<file path="src/rtl/wb_stage_if.sv">
// MEM->WB stage bus: instruction fields from MEM, register-file write port and
// retire counter back out. The slave modport is the WB stage itself.
interface wb_stage_if #(
  parameter int DATA_W = 32,
  parameter int REG_AW = 5,
  parameter int CNT_W  = 32
);
  localparam int OFF_W = $clog2(DATA_W / 8);

  // mem_valid/wb_ready: an instruction moves into WB on a rising edge where
  // mem_valid=1 and wb_ready=1; flush on that edge kills it instead.
  logic              mem_valid;
  logic              wb_ready;
  logic              stall;
  logic              flush;
  logic [DATA_W-1:0] mem_alu_res;
  logic [DATA_W-1:0] mem_mem_data;
  logic [DATA_W-1:0] mem_pc_link;
  logic [DATA_W-1:0] mem_csr_data;
  logic [1:0]        mem_wb_sel;
  logic [1:0]        mem_ld_size;
  logic              mem_ld_uns;
  logic [OFF_W-1:0]  mem_addr_lo;
  logic [REG_AW-1:0] mem_rd;
  logic              mem_wb_en;
  logic              wb_reg_en;
  logic [REG_AW-1:0] wb_reg_addr;
  logic [DATA_W-1:0] wb_reg_data;
  logic [CNT_W-1:0]  wb_retire_cnt;

  modport master (
    output mem_valid, stall, flush, mem_alu_res, mem_mem_data, mem_pc_link,
           mem_csr_data, mem_wb_sel, mem_ld_size, mem_ld_uns, mem_addr_lo,
           mem_rd, mem_wb_en,
    input  wb_ready, wb_reg_en, wb_reg_addr, wb_reg_data, wb_retire_cnt
  );

  modport slave (
    input  mem_valid, stall, flush, mem_alu_res, mem_mem_data, mem_pc_link,
           mem_csr_data, mem_wb_sel, mem_ld_size, mem_ld_uns, mem_addr_lo,
           mem_rd, mem_wb_en,
    output wb_ready, wb_reg_en, wb_reg_addr, wb_reg_data, wb_retire_cnt
  );
endinterface

</file>
<file path="src/rtl/wb_stage.sv">
// Write-back stage: formats loads, selects the result source and registers
// the register-file write port; counts retired instructions.
module wb_stage #(
  parameter int DATA_W = 32,
  parameter int REG_AW = 5,
  parameter int CNT_W  = 32
) (
  input  logic       clk,
  input  logic       rst,
  wb_stage_if.slave  bus
);
  logic              valid_q, valid_d;
  logic              en_q, en_d;
  logic [REG_AW-1:0] addr_q, addr_d;
  logic [DATA_W-1:0] data_q, data_d;
  logic [CNT_W-1:0]  cnt_q, cnt_d;

  logic [DATA_W-1:0] lane;
  logic [DATA_W-1:0] ld_fmt;
  logic [DATA_W-1:0] sel_data;

  // Load formatting: the casts zero- or sign-extend the selected lane.
  always_comb begin
    lane = bus.mem_mem_data >> {bus.mem_addr_lo, 3'b000};
    case (bus.mem_ld_size)
      2'b00:   ld_fmt = bus.mem_ld_uns ? DATA_W'(lane[7:0])
                                       : DATA_W'($signed(lane[7:0]));
      2'b01:   ld_fmt = bus.mem_ld_uns ? DATA_W'(lane[15:0])
                                       : DATA_W'($signed(lane[15:0]));
      2'b10:   ld_fmt = bus.mem_ld_uns ? DATA_W'(lane[31:0])
                                       : DATA_W'($signed(lane[31:0]));
      default: ld_fmt = (DATA_W == 64) ? lane
                      : (bus.mem_ld_uns ? DATA_W'(lane[31:0])
                                        : DATA_W'($signed(lane[31:0])));
    endcase

    case (bus.mem_wb_sel)
      2'b00:   sel_data = bus.mem_alu_res;
      2'b01:   sel_data = ld_fmt;
      2'b10:   sel_data = bus.mem_pc_link;
      default: sel_data = bus.mem_csr_data;
    endcase
  end

  // Stall freezes everything, flush included; otherwise the counter retires
  // whatever is currently valid and the register takes the next instruction.
  always_comb begin
    valid_d = valid_q;
    en_d    = en_q;
    addr_d  = addr_q;
    data_d  = data_q;
    cnt_d   = cnt_q;
    if (!bus.stall) begin
      valid_d = bus.mem_valid & ~bus.flush;
      cnt_d   = cnt_q + CNT_W'(valid_q);
      if (valid_d) begin
        en_d   = bus.mem_wb_en & (bus.mem_rd != '0);
        addr_d = bus.mem_rd;
        data_d = sel_data;
      end
    end
  end

  always_ff @(posedge clk or posedge rst) begin
    if (rst) begin
      valid_q <= 1'b0;
      en_q    <= 1'b0;
      addr_q  <= '0;
      data_q  <= '0;
      cnt_q   <= '0;
    end else begin
      valid_q <= valid_d;
      en_q    <= en_d;
      addr_q  <= addr_d;
      data_q  <= data_d;
      cnt_q   <= cnt_d;
    end
  end

  assign bus.wb_ready      = ~bus.stall;
  assign bus.wb_reg_en     = valid_q & en_q;
  assign bus.wb_reg_addr   = addr_q;
  assign bus.wb_reg_data   = data_q;
  assign bus.wb_retire_cnt = cnt_q;
endmodule

</file>
<file path="src/flat_wrapper.sv">
// flat-port wrapper written by rule: the top's interface ports become plain ports
module wb_stage_flat 
#(
  parameter int DATA_W = 32,
  parameter int REG_AW = 5,
  parameter int CNT_W  = 32
)
  (clk, rst, bus_mem_valid, bus_stall, bus_flush, bus_mem_alu_res, bus_mem_mem_data, bus_mem_pc_link, bus_mem_csr_data, bus_mem_wb_sel, bus_mem_ld_size, bus_mem_ld_uns, bus_mem_addr_lo, bus_mem_rd, bus_mem_wb_en, bus_wb_ready, bus_wb_reg_en, bus_wb_reg_addr, bus_wb_reg_data, bus_wb_retire_cnt);
  wb_stage_if #(.DATA_W(DATA_W), .REG_AW(REG_AW), .CNT_W(CNT_W)) bus_i ();
  input  logic clk;
  input  logic rst;
  input wire logic [$bits(bus_i.mem_valid)-1:0] bus_mem_valid;
  input wire logic [$bits(bus_i.stall)-1:0] bus_stall;
  input wire logic [$bits(bus_i.flush)-1:0] bus_flush;
  input wire logic [$bits(bus_i.mem_alu_res)-1:0] bus_mem_alu_res;
  input wire logic [$bits(bus_i.mem_mem_data)-1:0] bus_mem_mem_data;
  input wire logic [$bits(bus_i.mem_pc_link)-1:0] bus_mem_pc_link;
  input wire logic [$bits(bus_i.mem_csr_data)-1:0] bus_mem_csr_data;
  input wire logic [$bits(bus_i.mem_wb_sel)-1:0] bus_mem_wb_sel;
  input wire logic [$bits(bus_i.mem_ld_size)-1:0] bus_mem_ld_size;
  input wire logic [$bits(bus_i.mem_ld_uns)-1:0] bus_mem_ld_uns;
  input wire logic [$bits(bus_i.mem_addr_lo)-1:0] bus_mem_addr_lo;
  input wire logic [$bits(bus_i.mem_rd)-1:0] bus_mem_rd;
  input wire logic [$bits(bus_i.mem_wb_en)-1:0] bus_mem_wb_en;
  output wire logic [$bits(bus_i.wb_ready)-1:0] bus_wb_ready;
  output wire logic [$bits(bus_i.wb_reg_en)-1:0] bus_wb_reg_en;
  output wire logic [$bits(bus_i.wb_reg_addr)-1:0] bus_wb_reg_addr;
  output wire logic [$bits(bus_i.wb_reg_data)-1:0] bus_wb_reg_data;
  output wire logic [$bits(bus_i.wb_retire_cnt)-1:0] bus_wb_retire_cnt;
  assign bus_i.mem_valid = bus_mem_valid;
  assign bus_i.stall = bus_stall;
  assign bus_i.flush = bus_flush;
  assign bus_i.mem_alu_res = bus_mem_alu_res;
  assign bus_i.mem_mem_data = bus_mem_mem_data;
  assign bus_i.mem_pc_link = bus_mem_pc_link;
  assign bus_i.mem_csr_data = bus_mem_csr_data;
  assign bus_i.mem_wb_sel = bus_mem_wb_sel;
  assign bus_i.mem_ld_size = bus_mem_ld_size;
  assign bus_i.mem_ld_uns = bus_mem_ld_uns;
  assign bus_i.mem_addr_lo = bus_mem_addr_lo;
  assign bus_i.mem_rd = bus_mem_rd;
  assign bus_i.mem_wb_en = bus_mem_wb_en;
  assign bus_wb_ready = bus_i.wb_ready;
  assign bus_wb_reg_en = bus_i.wb_reg_en;
  assign bus_wb_reg_addr = bus_i.wb_reg_addr;
  assign bus_wb_reg_data = bus_i.wb_reg_data;
  assign bus_wb_retire_cnt = bus_i.wb_retire_cnt;
  wb_stage #(.DATA_W(DATA_W), .REG_AW(REG_AW), .CNT_W(CNT_W)) u_core (.clk(clk), .rst(rst), .bus(bus_i));
endmodule
</file>
<file path="config.mk">
export PLATFORM = sky130hd
export DESIGN_NAME = wb_stage_flat
export DESIGN_NICKNAME = d
export VERILOG_FILES = /design/src/rtl/wb_stage_if.sv /design/src/rtl/wb_stage.sv /design/src/flat_wrapper.sv
export SDC_FILE = /design/constraint.sdc
export NUM_CORES = 1
export LEC_CHECK = 0
export ABC_AREA = 1
export CORE_MARGIN = 4
export CORE_UTILIZATION = 48
export CTS_CLUSTER_DIAMETER = 80
export DETAILED_ROUTE_END_ITERATION = 10
export GPL_ROUTABILITY_DRIVEN = 0
export PLACE_DENSITY = 0.89
export REMOVE_ABC_BUFFERS = 1
export SLEW_MARGIN = 20
export SYNTH_ARGS = -nofsm -noshare
export SYNTH_HDL_FRONTEND = slang
export SYNTH_SLANG_ARGS = --single-unit
</file>
<file path="constraint.sdc">
create_clock -name clk -period 4.6 [get_ports clk]
set_clock_uncertainty 0.2 [all_clocks]
set_input_delay 0.92 -clock clk [delete_from_list [all_inputs] [get_ports clk]]
set_output_delay 0.92 -clock clk [all_outputs]
set_load 0.03 [all_outputs]
</file>
After elaboration in Yosys (flattened, before gate mapping)
Cells that the tools add are included.
{"block": "classes", "n_addsub": 1, "n_eq_ne": 3, "shift": 1, "n_mux": 4, "bitwise": 5, "reduce_logical": 4}
{"cell": "32-bit one-hot mux with 3 select lines", "count": 1}
{"cell": "32-bit two-way mux", "count": 2}
{"cell": "32-bit one-hot mux with 2 select lines", "count": 1}
{"cell": "32-bit by 1-bit adder with 32-bit output", "count": 1}
{"cell": "32-bit by 5-bit >> shifter with 32-bit output", "count": 1}
{"cell": "5-bit nonzero test", "count": 1}
{"cell": "2-bit by 1-bit == test with 1-bit output (second input constant)", "count": 2}
{"cell": "2-bit logical NOT", "count": 2}
{"cell": "1-bit AND", "count": 3}
{"cell": "2-bit == test (second input constant)", "count": 1}
{"cell": "1-bit NOT", "count": 2}
{"cell": "2-bit AND reduction", "count": 1}
{"block": "totals", "reg_bits": 71, "in_bits": 146, "word_cells": 23}

Depth between registers and ports, before layout
{"block": "depth", "depth_word": 4, "mapped_depth": 12, "depth_no_buf": 11}

Worst setup path after synthesis
No wires, ideal clock.
{"block": "synth_path", "path_type": "input to output", "startpoint": "input bus_stall", "endpoint": "output bus_wb_ready", "t_arrival_ps": 1591, "slack_ps": 1889, "path_stages": 3, "path_buffers": 2, "path_cell_list": "buf_6 > inv_4 > clkbuf_1"}
{"block": "synth_between", "elab_chain_cells": 1}
{"element": "start: declaration", "line": "flat_wrapper.sv:13", "text": "input wire logic [$bits(bus_i.stall)-1:0] bus_stall;"}
{"element": "1-bit NOT", "line": "wb_stage.sv:80", "text": "assign bus.wb_ready = ~bus.stall;"}
{"element": "end: declaration", "line": "flat_wrapper.sv:25", "text": "output wire logic [$bits(bus_i.wb_ready)-1:0] bus_wb_ready;"}
No other way between the ends.

Worst setup path in the final report
Ends and elaborated chain as after synthesis.

==> impl_metrics.toml <==
[run_status]
status = "finished clean"

[worst_setup_path]
crit_path_end_kind = "primary output"
path_common_cell = "clkdlybuf4s50_1"
critPathMaxFanout = 27
crit_chain = "clkdlybuf4s50_1 -> inv_4 -> clkdlybuf4s50_1"
slowest_delay_ps = 730
cp.required_ps = 3480
critPathKind = "input pin to primary output"
critPathLaunchType = "input pin"
critPathSlowestCell = "clkdlybuf4s50_1"
reg2reg_slack_ps = 2540
path_delay_family = "buffers and inverters"
cp_data_arrival_time_ps = 2580
critical_path_buf_inv_count = 3

[power_and_ir_drop]
peakVddDrop_v = 0.0002921
powerDensity_nw_per_um2 = 268.9
power.total_mw = 2.052
power.leakage_nw = 3.539

[cells_and_area]
syn2layout_area_growth_pct = 41.99
final_layout_size_suffix_gt1_share_pct = 6.232
final_cell_count_no_fill = 1200
finish.net_count = 1202

[sta]
period_share_pct = 80.38
max_slew_margin_pct = 30.85
setup_viol = 0
hold_ws_ps = 282.0
rsz0062_at_grt = "no"
hold_viol = 0
fmax_ghz = 0.2705
slew_viol_final = 0
finalCriticalPeriod_ps = 3697
worstMarginPinSlew_ps = 1036
setup_tns_ps = 0

[clocking]
cts_setup_buffers = 0
clock_path_buffers = 2
htreeDepth = 3
cts_sinks = 71
root_buffer = "clkbuf_8"
ctsResizeCount = 0
cts.clk_slew.worst_paths_ps = 70
cts_tree = "yes"
insertion_delay_ps = 360
cts_buffers = 9
ctsHoldBuffers = 0

[die]
dieArea_um2 = 12960
start_util_pct = 49.37
core-area_um2 = 10890
fp-row-count = 38
die_w_um = 113.8
fp.dieH_um = 113.8
num_io_pins = 217

[global_routing]
grt_pass1_wl_mm = 28.52
antenna_found_initial = 1
grt.total_usage_pct = 27.43
grt-ovfl-total = 0
grt_max_degree = 72
grt_pass1_vias = 5841

[routing]
drtPass1Iterations = 6
routed_wl_mm = 17.70
num_vias = 6107
post_drt_wl_per_cell_um = 14.75
ant_nets = 0
drt_iter0_drc = 580
drc = 0
vias_per_cell = 5.089

[logic_synthesis]
synth_top_area_share_pct = 33.05
synthTopCellsByArea = "dfrtp_1 (33%), nand2_1 (25%), nor2_1 (11%)"
synthArstFlopShare_pct = 100.0
yosys.cell_types.count = 35
ys_seq_area_share_pct = 33.05
yosysWarnings = 0
synth_area_leader_cell = "dfrtp_1"
yosysMostFrequentCell = "nand2_1"
syn_inst = 859
synth_area_um2 = 5375
synth_seq_cells = 71
synthFlopType = "dfrtp_1"
synth_edf_count = 0
synth_area_per_cell_um2 = 6.257
synth_common_cells = "nand2_1 (362), nor2_1 (161), dfrtp_1 (71), a21oi_1 (47), nand3_1 (40)"

[min_path]
hold_path.class = "flop to flop"

[placement]
portBuffers = 216
dp_hpwl_mm = 13.97
dp.cells = 1183

[flow_run]
cap_violations = 0
[state kept, by name, indices dropped and copies added (netlist names)]
signal / flops
u_core.bus.wb_reg_addr: 5
u_core.bus.wb_reg_data: 32
u_core.bus.wb_retire_cnt: 32
u_core.en_q: 1
u_core.valid_q: 1
[cells by family (layout without fill, tap and decap cells)]
kind of cell,count (synthesis),count (layout),share of synthesized area [%]
AO/OA/AOI/OAI,79,79,7.565
XOR/XNOR,16,16,2.607
adder cells (fa/ha/maj),2,2,0.4655
buffers and inverters,84,284,9.334
flip-flops,71,71,33.05
other,0,1,0
AND/OR/NAND/NOR,607,607,46.97
[metal layers]
layer  track usage (%)  vias to the layer above  part of all wire [%]  routed length [um]
met4             12.35                        0                   4.2                 741
met1             35.26                     2715                    41                7240
met3             6.260                       56                   8.4                1495
met5                 0                        -                     0                   0
li1                  -                     3067                     -                   -
met2             44.17                      269                    46                8224
[worst paths after layout]
check / start / endpoint / depth (start not counted)
min in group asynchronous: rst / u_core.bus.wb_retire_cnt[21] / 3
worst max register to register: u_core.valid_q / u_core.bus.wb_retire_cnt[12] / 7
worst min register to register: u_core.bus.wb_reg_data[9] / u_core.bus.wb_reg_data[9] / 2
worst min-delay path: u_core.bus.wb_reg_data[9] / u_core.bus.wb_reg_data[9] / 2
worst max-delay path: bus_stall / bus_wb_ready / 3
max in group asynchronous: rst / u_core.bus.wb_reg_addr[3] / 3
[report_power, final]
group / switching, mW / internal (mW) / leakage (nW) / total, mW
logic: 0.435 / 0.350 / 2.53 / 0.784
registers: 0.0765 / 0.710 / 0.920 / 0.786
clock network: 0.275 / 0.206 / 0.0888 / 0.482
total: 0.787 / 1.27 / 3.54 / 2.05
[metrics by stage]
step | setup WS (ps) | area (um2) | util (%)
final | 902.6 | 7632 | 70.10
after detailed placement | 883.1 | 7445 | 68.38
after global placement | 907.4 | 7445 | 68.38
after CTS | 883.8 | 7630 | 70.08
after global routing | 818.0 | 7632 | 70.10
after floorplan | 1683 | 5055 | -
[final cells by class]
type	count	area [um2]
inverter	45	181.4
fill	924	3256
timing repair buffer	223	2215
clock inverter	7	61.31
multi-input combinational	704	3097
clock buffer	9	123.9
sequential	71	1777
antenna	1	2.502
tap	140	175.2
[layout by cell type, fill, tap and decap left out, drive strengths merged, types with 4 or more instances in the layout]
cell           count
a31oi              4
clkbuf             9
clkdlybuf4s50    216
nand3b             5
dfrtp             71
inv               49
xnor2              8
nand2            377
o21ai             25
nand3             46
nand4              9
nor2             167
a21oi             47
xor2               8
buf                7
[tightest hold or removal path, stage by stage (launching register included)]
cell and delay [ps]:
dfrtp_1 340, nand2_1 60, nand2_1 50
(Power assumes the default switching activity.)
